$ cat src/rtl/ppu_pixel_capture.sv
// ppu_pixel_capture: captures one PPU frame through a FWFT pixel FIFO into a frame-buffer write port.
// Define PIXEL_CAPTURE_STATS_EN to add the frame_count/drop_count statistics outputs.
module ppu_pixel_capture #(
   parameter int FIFO_DEPTH = 16
) (
   input  logic        clk,
   input  logic        reset,
   input  logic        ce,
   input  logic [5:0]  color,
   input  logic [8:0]  cycle,
   input  logic [8:0]  scanline,
   input  logic        arm,
   output logic        wr_valid,
   input  logic        wr_ready,
   output logic [15:0] wr_addr,
   output logic [7:0]  wr_data,
   output logic        busy,
   output logic        frame_done,
   output logic        overflow
`ifdef PIXEL_CAPTURE_STATS_EN
   ,
   output logic [15:0] frame_count,
   output logic [15:0] drop_count
`endif
);
   localparam int AW = $clog2(FIFO_DEPTH);
   typedef enum logic [1:0] {IDLE, WAIT_SOF, CAPTURE, DRAIN} state_t;
   state_t        state_q, state_d;
   logic [21:0]   mem_q [FIFO_DEPTH];
   logic [AW-1:0] wptr_q, wptr_d, rptr_q, rptr_d;
   logic [AW:0]   cnt_q, cnt_d;
   logic          ovf_q, ovf_d, done_q, done_d;
   logic          in_frame, sof, push_req, pop, full, push, drop;
   assign wr_valid   = cnt_q != '0;
   assign wr_addr    = wr_valid ? mem_q[rptr_q][21:6] : 16'h0000;
   assign wr_data    = wr_valid ? {2'b00, mem_q[rptr_q][5:0]} : 8'h00;
   assign busy       = state_q != IDLE;
   assign frame_done = done_q;
   assign overflow   = ovf_q;
   always_comb begin
      in_frame = (scanline < 9'd240) && (cycle < 9'd256);
      sof      = (scanline == 9'd0) && (cycle == 9'd0);
      push_req = ce && in_frame && (state_q == CAPTURE || (state_q == WAIT_SOF && sof));
      pop      = wr_valid && wr_ready;
      full     = cnt_q == (AW+1)'(FIFO_DEPTH);
      push     = push_req && (!full || pop);
      drop     = push_req && full && !pop;
      wptr_d   = push ? wptr_q + 1'b1 : wptr_q;
      rptr_d   = pop ? rptr_q + 1'b1 : rptr_q;
      cnt_d    = cnt_q + (AW+1)'(push) - (AW+1)'(pop);
      ovf_d    = (state_q == IDLE && arm) ? 1'b0 : (ovf_q | drop);
      done_d   = (state_q == DRAIN) && (cnt_q == '0);
      state_d  = state_q;
      case (state_q)
         IDLE:     state_d = arm ? WAIT_SOF : IDLE;
         WAIT_SOF: state_d = (ce && sof) ? CAPTURE : WAIT_SOF;
         CAPTURE:  state_d = (ce && scanline == 9'd240 && cycle == 9'd0) ? DRAIN : CAPTURE;
         DRAIN:    state_d = (cnt_q == '0) ? IDLE : DRAIN;
         default:  state_d = IDLE;
      endcase
   end
   always_ff @(posedge clk) begin
      if (reset) begin
         state_q <= IDLE;
         wptr_q  <= '0;
         rptr_q  <= '0;
         cnt_q   <= '0;
         ovf_q   <= 1'b0;
         done_q  <= 1'b0;
      end else begin
         state_q <= state_d;
         wptr_q  <= wptr_d;
         rptr_q  <= rptr_d;
         cnt_q   <= cnt_d;
         ovf_q   <= ovf_d;
         done_q  <= done_d;
      end
   end
   // Storage needs no reset: the empty FIFO masks the head onto zero outputs.
   always_ff @(posedge clk) begin
      if (!reset && push) mem_q[wptr_q] <= {scanline[7:0], cycle[7:0], color};
   end
`ifdef PIXEL_CAPTURE_STATS_EN
   logic [15:0] fcnt_q, fcnt_d, dcnt_q, dcnt_d;
   assign frame_count = fcnt_q;
   assign drop_count  = dcnt_q;
   always_comb begin
      fcnt_d = done_d ? fcnt_q + 16'd1 : fcnt_q;
      dcnt_d = (drop && dcnt_q != 16'hFFFF) ? dcnt_q + 16'd1 : dcnt_q;
   end
   always_ff @(posedge clk) begin
      if (reset) begin
         fcnt_q <= '0;
         dcnt_q <= '0;
      end else begin
         fcnt_q <= fcnt_d;
         dcnt_q <= dcnt_d;
      end
   end
`endif
endmodule

$ cat config.mk
export PLATFORM = sky130hd
export DESIGN_NAME = ppu_pixel_capture
export DESIGN_NICKNAME = d
export VERILOG_FILES = /design/src/rtl/ppu_pixel_capture.sv
export SDC_FILE = /design/constraint.sdc
export NUM_CORES = 1
export LEC_CHECK = 0
export ABC_AREA = 1
export CAP_MARGIN = 40
export CELL_PAD_IN_SITES_DETAIL_PLACEMENT = 0
export CELL_PAD_IN_SITES_GLOBAL_PLACEMENT = 1
export CORE_MARGIN = 2
export CORE_UTILIZATION = 45
export DETAILED_ROUTE_END_ITERATION = 8
export GPL_TIMING_DRIVEN = 0
export PLACE_DENSITY_LB_ADDON = 0.1
export SYNTH_ARGS = -nofsm -noshare
export SYNTH_HDL_FRONTEND = slang
export SYNTH_SLANG_ARGS = --single-unit
export TNS_END_PERCENT = 5
$ cat constraint.sdc
create_clock -name clk -period 3.2 [get_ports clk]
set_input_delay 0.48 -clock clk [delete_from_list [all_inputs] [get_ports clk]]
set_output_delay 0.48 -clock clk [all_outputs]
set_load 0.03 [all_outputs]
==> impl_metrics.json, run 1 <==
{
  "hold_viol_final": 0,
  "yosysWarningCount": 0,
  "cpMostUsedCell": "a21oi_1",
  "fin_nets": 1501,
  "syn_to_final_growth_pct": 18.2,
  "cap_violations": 0,
  "drt_first_pass_iters": 5,
  "status": "finished clean",
  "grt_start_max_net_pins": 19,
  "startpoint_type": "flop",
  "cp.arrival_ns": 2.70,
  "synth_top_area_share_pct": 68.8,
  "cts_hold_buf": 0,
  "synth-seq-cells": 373,
  "r2r_end": "mem_q[7][7]",
  "crit_chain": "inv_1 > buf_2 > clkbuf_1 > a21oi_1 > o31ai_1 > a21oi_1 > dlygate4sd2_1",
  "die_h_um": 189,
  "route.met3.wl_um": 2520,
  "clk_pin_slew_worst_paths_ns": 0.06,
  "grt_pass1_wl_um": 63300,
  "postLayoutCellArea_um2": 18200,
  "seq_area_um2": 11000,
  "cts_buffers": 41,
  "ant_nets": 0,
  "crit_family": "buffers and inverters",
  "route.detailed.drc": 0,
  "syn-cell-area_um2": 15400,
  "m1WireLength_um": 18600,
  "p_leak_nw": 6.75,
  "fin_skew_ns": 0.0157,
  "worst_slack_ns": 0.0175,
  "criticalPathCategory": "reg2out",
  "min_path_cells": 1,
  "vias": 10300,
  "synthCells": 1323,
  "dieArea_um2": 35600,
  "rsz0062_at_grt": "yes",
  "ys_types": 29,
  "finalSetupViolations": 0,
  "grt_pass1_vias": 9936,
  "powerDensity_nw_per_um2": 733,
  "reg2reg_from": "cnt_q[2]",
  "rr_worst_depth": 9,
  "cp.required_ns": 2.72,
  "cts_tree": "done",
  "wire_per_inst_um": 22.4,
  "post_cts_buffers": 0,
  "fmax_mhz": 314,
  "htree_levels": 2,
  "wl_um": 43300,
  "multi_input_area_um2": 3930,
  "root_buffer": "clkbuf_16",
  "timing.setup.tns_ns": 0,
  "yosysTopAreaCell": "edfxtp_1",
  "dp.cells": 1865,
  "period_minus_slack_ns": 3.18,
  "place_ws_ns": -0.954,
  "finalCritPeriodShare_pct": 99.5,
  "grt-ovfl-total": 0,
  "placed_area_um2": 16900,
  "rrSetupSlack_ns": 0.33,
  "antennaDiodeCount": 0,
  "start_util_pct": 45.8,
  "grtUsageTotal_pct": 24.5,
  "critical_path_depth": 7,
  "ios": 57,
  "cts_buffer_depth": 3,
  "fillCellCount": 2873,
  "seq_area_frac_synth_pct": 71.5,
  "topRoutingLayerUsed": "met4",
  "tightest_slew_ns": 0.886,
  "port_buffers": 54,
  "core_um2": 33500,
  "die_w_um": 189,
  "gp_congestion": 0.803,
  "crit_path_max_fanout": 10,
  "crit_buf_inv": 4,
  "synth_area_leaders": "edfxtp_1 69%, nand2_1 9.8%, nand3_1 6.2%",
  "viasPerCell": 5.34,
  "instances_no_fill": 1934,
  "p_total_mw": 13.3,
  "slowest_delay_ns": 0.48,
  "relSlewSlack_pct": 40.8,
  "avgSynthCellArea_um2": 11.6,
  "wl_met2_um": 20800,
  "dpl.hpwl_um": 30000,
  "clk_latency_ns": 0.53,
  "drive_gt1_share_pct": 14.1,
  "min_path_type": "in2reg",
  "first_iter_violations": 958,
  "row_count": 67,
  "endpoint_kind": "primary output",
  "cts.sinks": 373,
  "antenna_found_initial": 0,
  "max-vdd-ir-drop_mv": 0.468,
  "cp-endpoint": "wr_addr[7]",
  "finalMaxSlewViolations": 0,
  "slowest_stage": "clkbuf_1"
}
sequential cells by signal, summed over array words and instances (netlist names), named ones only:
| name | cells |
|---|---|
| overflow | 1 |
| rptr_q | 4 |
| frame_done | 1 |
| mem_q | 352 |
| wptr_q | 4 |
| state_q | 2 |
| cnt_q | 5 |
worst reg2reg max path: stages, from the launching register on:
cell and delay, ns:
dfxtp_1 0.33, inv_1 0.07, ha_1 0.19, nor3b_1 0.15
nand2_1 0.18, nand4_4 0.22, buf_6 0.23, nor3_2 0.63
buf_4 0.33, buf_4 0.23
through the flow:
stage | hold slack [ns] | utilization, %
after floorplan | 0.446 | -
after global placement | 0.437 | 49.1
after detailed placement | 0.445 | 50.5
after CTS | 0.458 | 54.4
after global routing | 0.412 | 54.2
final | 0.401 | 54.2
where the power goes:
group          total, mW  internal [mW]  switching [mW]  leakage, nW
combinational       3.32          0.942            2.38         2.79
sequential          5.42           5.38          0.0380         3.33
clock               4.57           2.74            1.83        0.621
total               13.3           9.06            4.24         6.75
layer usage:
metal | GRT usage (%) | vias to the layer above
met5 | 0 | -
met1 | 33.4 | 5015
li1 | - | 4908
met4 | 8.08 | 0
met2 | 41.0 | 321
met3 | 3.20 | 78
kinds of logic (layout without fill, tap and decap cells):
kind of cell | Yosys count | in the layout | share of synthesized area (%)
compound gates | 128 | 128 | 4.55
xor+xnor | 2 | 2 | 0.114
fa+ha+maj | 12 | 12 | 1.03
buf+inv | 117 | 279 | 3.71
flops | 373 | 373 | 71.5
other cells | 1 | 2 | 0.0244
simple gates | 690 | 690 | 19.0
what timing repair did:
action / CTS / global route
gates resized for setup: 58 / 54
gates cloned: 0 / 0
setup endpoints to repair: 194 / 72
endpoints found under the hold margin: 0 / 0
layout make-up:
cell class                 instances  share of cell area, %
clock inverter                    22                   1.30
sequential                       373                   60.5
multi-input combinational        834                   21.6
inverter                          40                  0.827
timing repair buffer              93                   4.47
clock buffer                      47                   5.77
tap                              448                   3.09
buffer                            77                   2.40
Yosys cell counts:
library cell	n
a21oi_1	77
buf_1	4
buf_2	29
buf_4	17
buf_6	4
clkbuf_1	23
clkinv_1	1
conb_1	1
dfxtp_1	21
edfxtp_1	352
fa_1	1
ha_1	11
inv_1	35
inv_2	4
nand2_1	403
nand2_2	1
nand2_4	1
nand3_1	190
nand4_1	3
nand4_4	2
nor2_1	71
nor2_2	1
nor2_4	1
nor3_1	14
nor3_2	2
nor3b_1	1
o21ai_0	28
o31ai_1	23
xor2_1	2
cell usage in the layout (no fill, tap or decap), types with 3 or more instances in the layout:
cell             netlist  routed
clkbuf_16              0      41
nand3_1              190     189
clkdlybuf4s50_1        0      16
edfxtp_1             352     352
dfxtp_1               21      20
a21oi_1               77      76
buf_6                  4      22
nand4_1                3       3
nor2_1                71      70
clkinv_4               0       3
inv_2                  4       5
o31ai_1               23      21
dlygate4sd2_1          0      13
ha_1                  11      11
nor3_4                 0       5
clkbuf_1              23      20
buf_2                 29      31
inv_1                 35      34
o21ai_0               28      28
nor3_2                 2      11
nand2_1              403     403
buf_4                 17      36
clkinv_1               1      12
bufinv_16              0       5
clkbuf_2               0      30
worst min path at each step:
stage | from | to | slack (ns)
after global placement | overflow | overflow | 0.44
final | cycle[1] | mem_q[9][7] | 0.40
after floorplan | rptr_q[2] | flop | 0.45
after global routing | cycle[1] | mem_q[7][7] | 0.41
after CTS | overflow | overflow | 0.46
after detailed placement | overflow | overflow | 0.45
(Power assumes the default switching activity.)
==> run 2, diff against run 1 <==
- REMOVE_ABC_BUFFERS: not set -> 1
==> impl_metrics.json, run 2 (synthesized netlist as in run 1, its figures left out) <==
{
  "status": "finished clean",
  "finalSetupViolations": 0,
  "fillCellCount": 2895,
  "top_regs": "mem_q (352), cnt_q (5)",
  "slowest_stage": "dlygate4sd2_1",
  "grt_pass1_wl_um": 57900,
  "ios": 57,
  "viasPerCell": 5.25,
  "startpoint_type": "flop",
  "cts.sinks": 373,
  "grt_start_max_net_pins": 76,
  "top_register": "mem_q",
  "finalMaxSlewViolations": 0,
  "crit_chain": "buf_16 > inv_16 > buf_16 > nand2_1 > nand3_1 > nand3_1 > nand2_1 > nand2_1 > a21oi_1 > dlygate4sd2_1",
  "crit_path_max_fanout": 47,
  "grt-ovfl-total": 0,
  "die_h_um": 189,
  "fmax_mhz": 328,
  "syn_to_final_growth_pct": 18.5,
  "timing.setup.tns_ns": 0,
  "drive_gt1_share_pct": 12.0,
  "period_minus_slack_ns": 3.04,
  "rsz0062_at_grt": "yes",
  "final_common_cell": "nand2_1",
  "fin_nets": 1452,
  "max-vdd-ir-drop_mv": 0.452,
  "vias": 9887,
  "wire_per_inst_um": 20.1,
  "cts_buffers": 41,
  "ant_nets": 0,
  "slowest_delay_ns": 0.41,
  "powerDensity_nw_per_um2": 716,
  "cp.arrival_ns": 2.56,
  "tightest_slew_ns": 0.676,
  "finalCritPeriodShare_pct": 95.1,
  "route.detailed.drc": 0,
  "dieArea_um2": 35600,
  "core_um2": 33500,
  "grt_pass1_vias": 9340,
  "dpl.hpwl_um": 21700,
  "fin_hold_ws_ns": 0.392,
  "clk_pin_slew_worst_paths_ns": 0.05,
  "start_util_pct": 45.8,
  "fin_skew_ns": 0.0103,
  "htree_levels": 2,
  "antenna_found_initial": 1,
  "cpMostUsedCell": "nand2_1",
  "relSlewSlack_pct": 54.7,
  "die_w_um": 189,
  "min_path_type": "in2reg",
  "mostFrequentLayoutCells": "403 x nand2_1, 352 x edfxtp_1, 190 x nand3_1, 76 x a21oi_1, 68 x nor2_1",
  "row_count": 67,
  "criticalPathCategory": "reg2out",
  "hold_viol_final": 0,
  "drt_first_pass_iters": 6,
  "wl_um": 37800,
  "cp.required_ns": 2.72,
  "cap_violations": 0,
  "gp_congestion": 0.727,
  "port_buffers": 54,
  "largest_reg_flops": 352,
  "first_iter_violations": 845,
  "grtUsageTotal_pct": 21.7,
  "clk_latency_ns": 0.53,
  "antennaDiodeCount": 0,
  "cts_buffer_depth": 3,
  "crit_buf_inv": 4,
  "cts_tree": "done",
  "p_leak_nw": 6.67,
  "crit_family": "buffers and inverters",
  "endpoint_kind": "primary output",
  "root_buffer": "clkbuf_16"
}
## run 2: cell types whose count changed in the layout (fill, tap and decap cells not counted), moves of 4 or more
cell,delta
buf_2,-31
clkbuf_2,-15
buf_16,+8
buf_6,-7
clkbuf_1,-6
clkinv_1,-5
buf_12,+4
buf_4,-4
bufinv_16,-4
## run 2: worst paths after layout
check                           cells past startpoint     start      endpoint  slack, ns
worst max-delay path                               10      flop    wr_addr[3]       0.16
worst min-delay path                                1  cycle[2]  mem_q[13][8]       0.39
worst max register to register                     14  cnt_q[3]      cnt_q[4]       0.30
worst min register to register                      2  overflow      overflow       0.45
## run 2: worst reg2reg max path, stage by stage (launching register included)
cell and delay [ns]:
dfxtp_1 0.31, inv_1 0.09, ha_1 0.15, nor3b_1 0.26, nand2_1 0.22, nand2_1 0.14, inv_2 0.08, ha_1 0.28
inv_1 0.06, ha_1 0.16, inv_1 0.06, fa_1 0.43, o31ai_1 0.33, o21ai_0 0.12, a21oi_1 0.13
## run 2: layout make-up
| cell class | count | area, um2 | share of cell area (%) |
|---|---|---|---|
| inverters | 40 | 193 | 1.06 |
| clock inverters | 12 | 80.1 | 0.440 |
| flip-flops and latches | 373 | 11000 | 60.5 |
| multi-input cells | 834 | 3900 | 21.5 |
| repair inverters | 1 | 11.3 | 0.0619 |
| well taps | 448 | 561 | 3.08 |
| repair buffers | 120 | 1320 | 7.24 |
| clock buffers | 57 | 1130 | 6.20 |
## run 2: per-stage QoR
stage                     power, mW  util [%]  setup WS, ns  instances  cell area (um2)
after global routing           13.7      54.3       -0.0484       1885            18200
after global placement         8.71      47.9         -9.96       1749            16000
after floorplan                7.49         -         -3.33       1247            14900
final                          13.0      54.3         0.156       1885            18200
after detailed placement       8.66      50.0        -0.896       1803            16800
after CTS                      13.2      54.4        0.0110       1885            18200
## run 2: power breakdown
part           switching (mW)  leakage (nW)  internal, mW  total, mW
combinational            2.20          2.75          1.10       3.30
clock                    1.77         0.588          2.52       4.29
sequential             0.0516          3.34          5.39       5.44
## run 2: timing repair
action | 4_1_cts | 5_1_grt
gates resized for setup | 63 | 32
endpoints found under the setup margin | 89 | 19
hold buffers | 0 | 0
cloned | 4 | 0
hold endpoints to repair | 0 | 0
buffers inserted | 9 | 0
## run 2: metal layers
metal	GRT usage, %	up-vias	part of all wire (%)
li1	-	4813	-
met2	34.1	260	46
met3	3.22	57	5.5
met1	32.1	4755	47
met5	0	-	0.019
met4	5.05	2	1.8
==> run 3, diff against run 2 <==
- CORE_MARGIN: 2 -> not set
- GPL_TIMING_DRIVEN: 0 -> 1
==> impl_metrics.json, run 3 (synthesized netlist as in run 1, its figures left out) <==
{
  "clkPwrFrac_pct": 34.3,
  "finalCritPeriodShare_pct": 91.8,
  "wire_per_inst_um": 20.0,
  "combPwrFrac_pct": 25.1,
  "cts.sinks": 373,
  "root_buffer": "clkbuf_16",
  "first_iter_violations": 740,
  "fin_skew_ns": 0.0105,
  "cts_hold_buf": 0,
  "timing.setup.tns_ns": 0,
  "status": "finished clean",
  "hold_viol_final": 0,
  "cp.required_ns": 2.72,
  "multi_input_area_um2": 3900,
  "antennaDiodeCount": 0,
  "drive_gt1_share_pct": 12.7,
  "die_h_um": 187,
  "fin_hold_ws_ns": 0.459,
  "start_util_pct": 45.8,
  "cap_violations": 0,
  "htree_levels": 2,
  "rr_worst_depth": 14,
  "cts_buffer_depth": 3,
  "clk_pin_slew_worst_paths_ns": 0.06,
  "cp-endpoint": "wr_addr[7]",
  "relSlewSlack_pct": 52.8,
  "grtUsageTotal_pct": 22.1,
  "rsz0062_at_grt": "no",
  "criticalPathCategory": "reg2out",
  "fin_nets": 1456,
  "clk_latency_ns": 0.52,
  "tightest_slew_ns": 0.707,
  "sw_frac_of_total_pct": 30.4,
  "top_regs": "mem_q (352), cnt_q (5)",
  "p_int_mw": 9.29,
  "gp_congestion": 0.752,
  "max-vdd-ir-drop_mv": 0.485,
  "finalSetupViolations": 0,
  "postLayoutCellArea_um2": 18300,
  "route.detailed.drc": 0,
  "final_common_cell": "nand2_1",
  "vias": 9892,
  "period_minus_slack_ns": 2.94,
  "antenna_found_initial": 0,
  "top_register": "mem_q",
  "rrSetupSlack_ns": 0.56,
  "dieArea_um2": 34900,
  "port_buffers": 54,
  "startpoint_type": "flop",
  "ant_nets": 0,
  "powerDensity_nw_per_um2": 728,
  "power_switching_mw": 4.06,
  "grt_pass1_vias": 9580,
  "dpl.hpwl_um": 20800,
  "die_w_um": 187,
  "largest_reg_flops": 352,
  "fmax_mhz": 340,
  "grt_pass1_wl_um": 58400,
  "seqPwrFrac_pct": 40.7,
  "syn_to_final_growth_pct": 19.4,
  "seq_area_um2": 11000,
  "fillCellCount": 2922,
  "p_leak_nw": 6.67,
  "wl_um": 37900,
  "r2r_end": "cnt_q[4]",
  "placed_area_um2": 17000,
  "finalMaxSlewViolations": 0,
  "place_ws_ns": -0.362,
  "mostFrequentLayoutCells": "403 x nand2_1, 352 x edfxtp_1, 189 x nand3_1, 77 x a21oi_1, 71 x nor2_1",
  "grt-ovfl-total": 0,
  "viasPerCell": 5.22,
  "endpoint_kind": "primary output",
  "reg2reg_from": "cnt_q[2]",
  "core_um2": 33500,
  "min_path_type": "reg2reg",
  "drt_first_pass_iters": 5,
  "row_count": 67,
  "cts_tree": "done",
  "ios": 57,
  "grt_start_max_net_pins": 111,
  "cts_buffers": 40,
  "crit_path_max_fanout": 39,
  "worst_slack_ns": 0.261,
  "cp.arrival_ns": 2.46
}
[run 3: cell count changes in the layout (fill, tap and decap cells not counted), sizes merged, moves of 4 or more]
cell / previous run / this run
buf: 64 / 94
clkbuf: 72 / 45
clkdlybuf4s50: 16 / 32
dlygate4sd2: 16 / 0
clkinv: 11 / 21
clkdlybuf4s15: 5 / 0
bufinv: 1 / 5
[run 3: worst max-delay path, cell delays in order, from the launching register on]
cell	delay, ns
dfxtp_4	0.41
buf_4	0.43
nand2_1	0.09
nand3_1	0.10
nand2_1	0.06
a21oi_1	0.12
o31ai_1	0.10
a21oi_1	0.42
buf_12	0.18
[run 3: worst min path at each step]
stage | start | to | slack, ns | depth (start not counted)
2_1_floorplan | rptr_q[2] | flop | 0.45 | 2
3_3_place_gp | overflow | overflow | 0.44 | 2
3_5_place_dp | overflow | overflow | 0.45 | 2
4_1_cts | overflow | overflow | 0.46 | 2
5_1_grt | overflow | overflow | 0.48 | 2
6_report | overflow | overflow | 0.46 | 2
[run 3: metrics by stage]
| step | std cells | power [mW] | util [%] |
|---|---|---|---|
| floorplan | 1247 | 7.49 | - |
| global placement | 1819 | 8.81 | 50.6 |
| detailed placement | 1819 | 8.82 | 50.6 |
| CTS | 1893 | 13.4 | 54.5 |
| global route | 1895 | 14.0 | 54.7 |
| finish | 1895 | 13.4 | 54.7 |
[run 3: final cells by class]
cell class	instances	area share, %
sequential	373	60.0
multi-input combinational	834	21.3
timing repair buffer	126	7.71
clock buffer	45	5.68
tap	448	3.06
clock inverter	29	1.45
inverter	40	0.867
[run 3: what timing repair did]
action                                  4_1_cts  5_1_grt
gates resized for setup                       0        4
buffers inserted                              0        2
endpoints found under the setup margin        0       16
[run 3: power groups by stage]
stage / combinational [mW] / sequential [mW] / clock (mW)
after floorplan: 1.79 / 5.70 / 0
after global placement: 3.28 / 5.53 / 0
after detailed placement: 3.29 / 5.53 / 0
after CTS: 3.30 / 5.43 / 4.67
after global routing: 3.68 / 5.43 / 4.86
final: 3.35 / 5.43 / 4.57
[run 3: routing by layer]
metal / routed length, um / vias to the layer above / global-route usage [%]
met1: 17200 / 4750 / 31.0
met3: 2010 / 59 / 3.86
li1: - / 4816 / -
met2: 17800 / 267 / 35.3
met5: 0 / - / 0
met4: 953 / 0 / 6.37
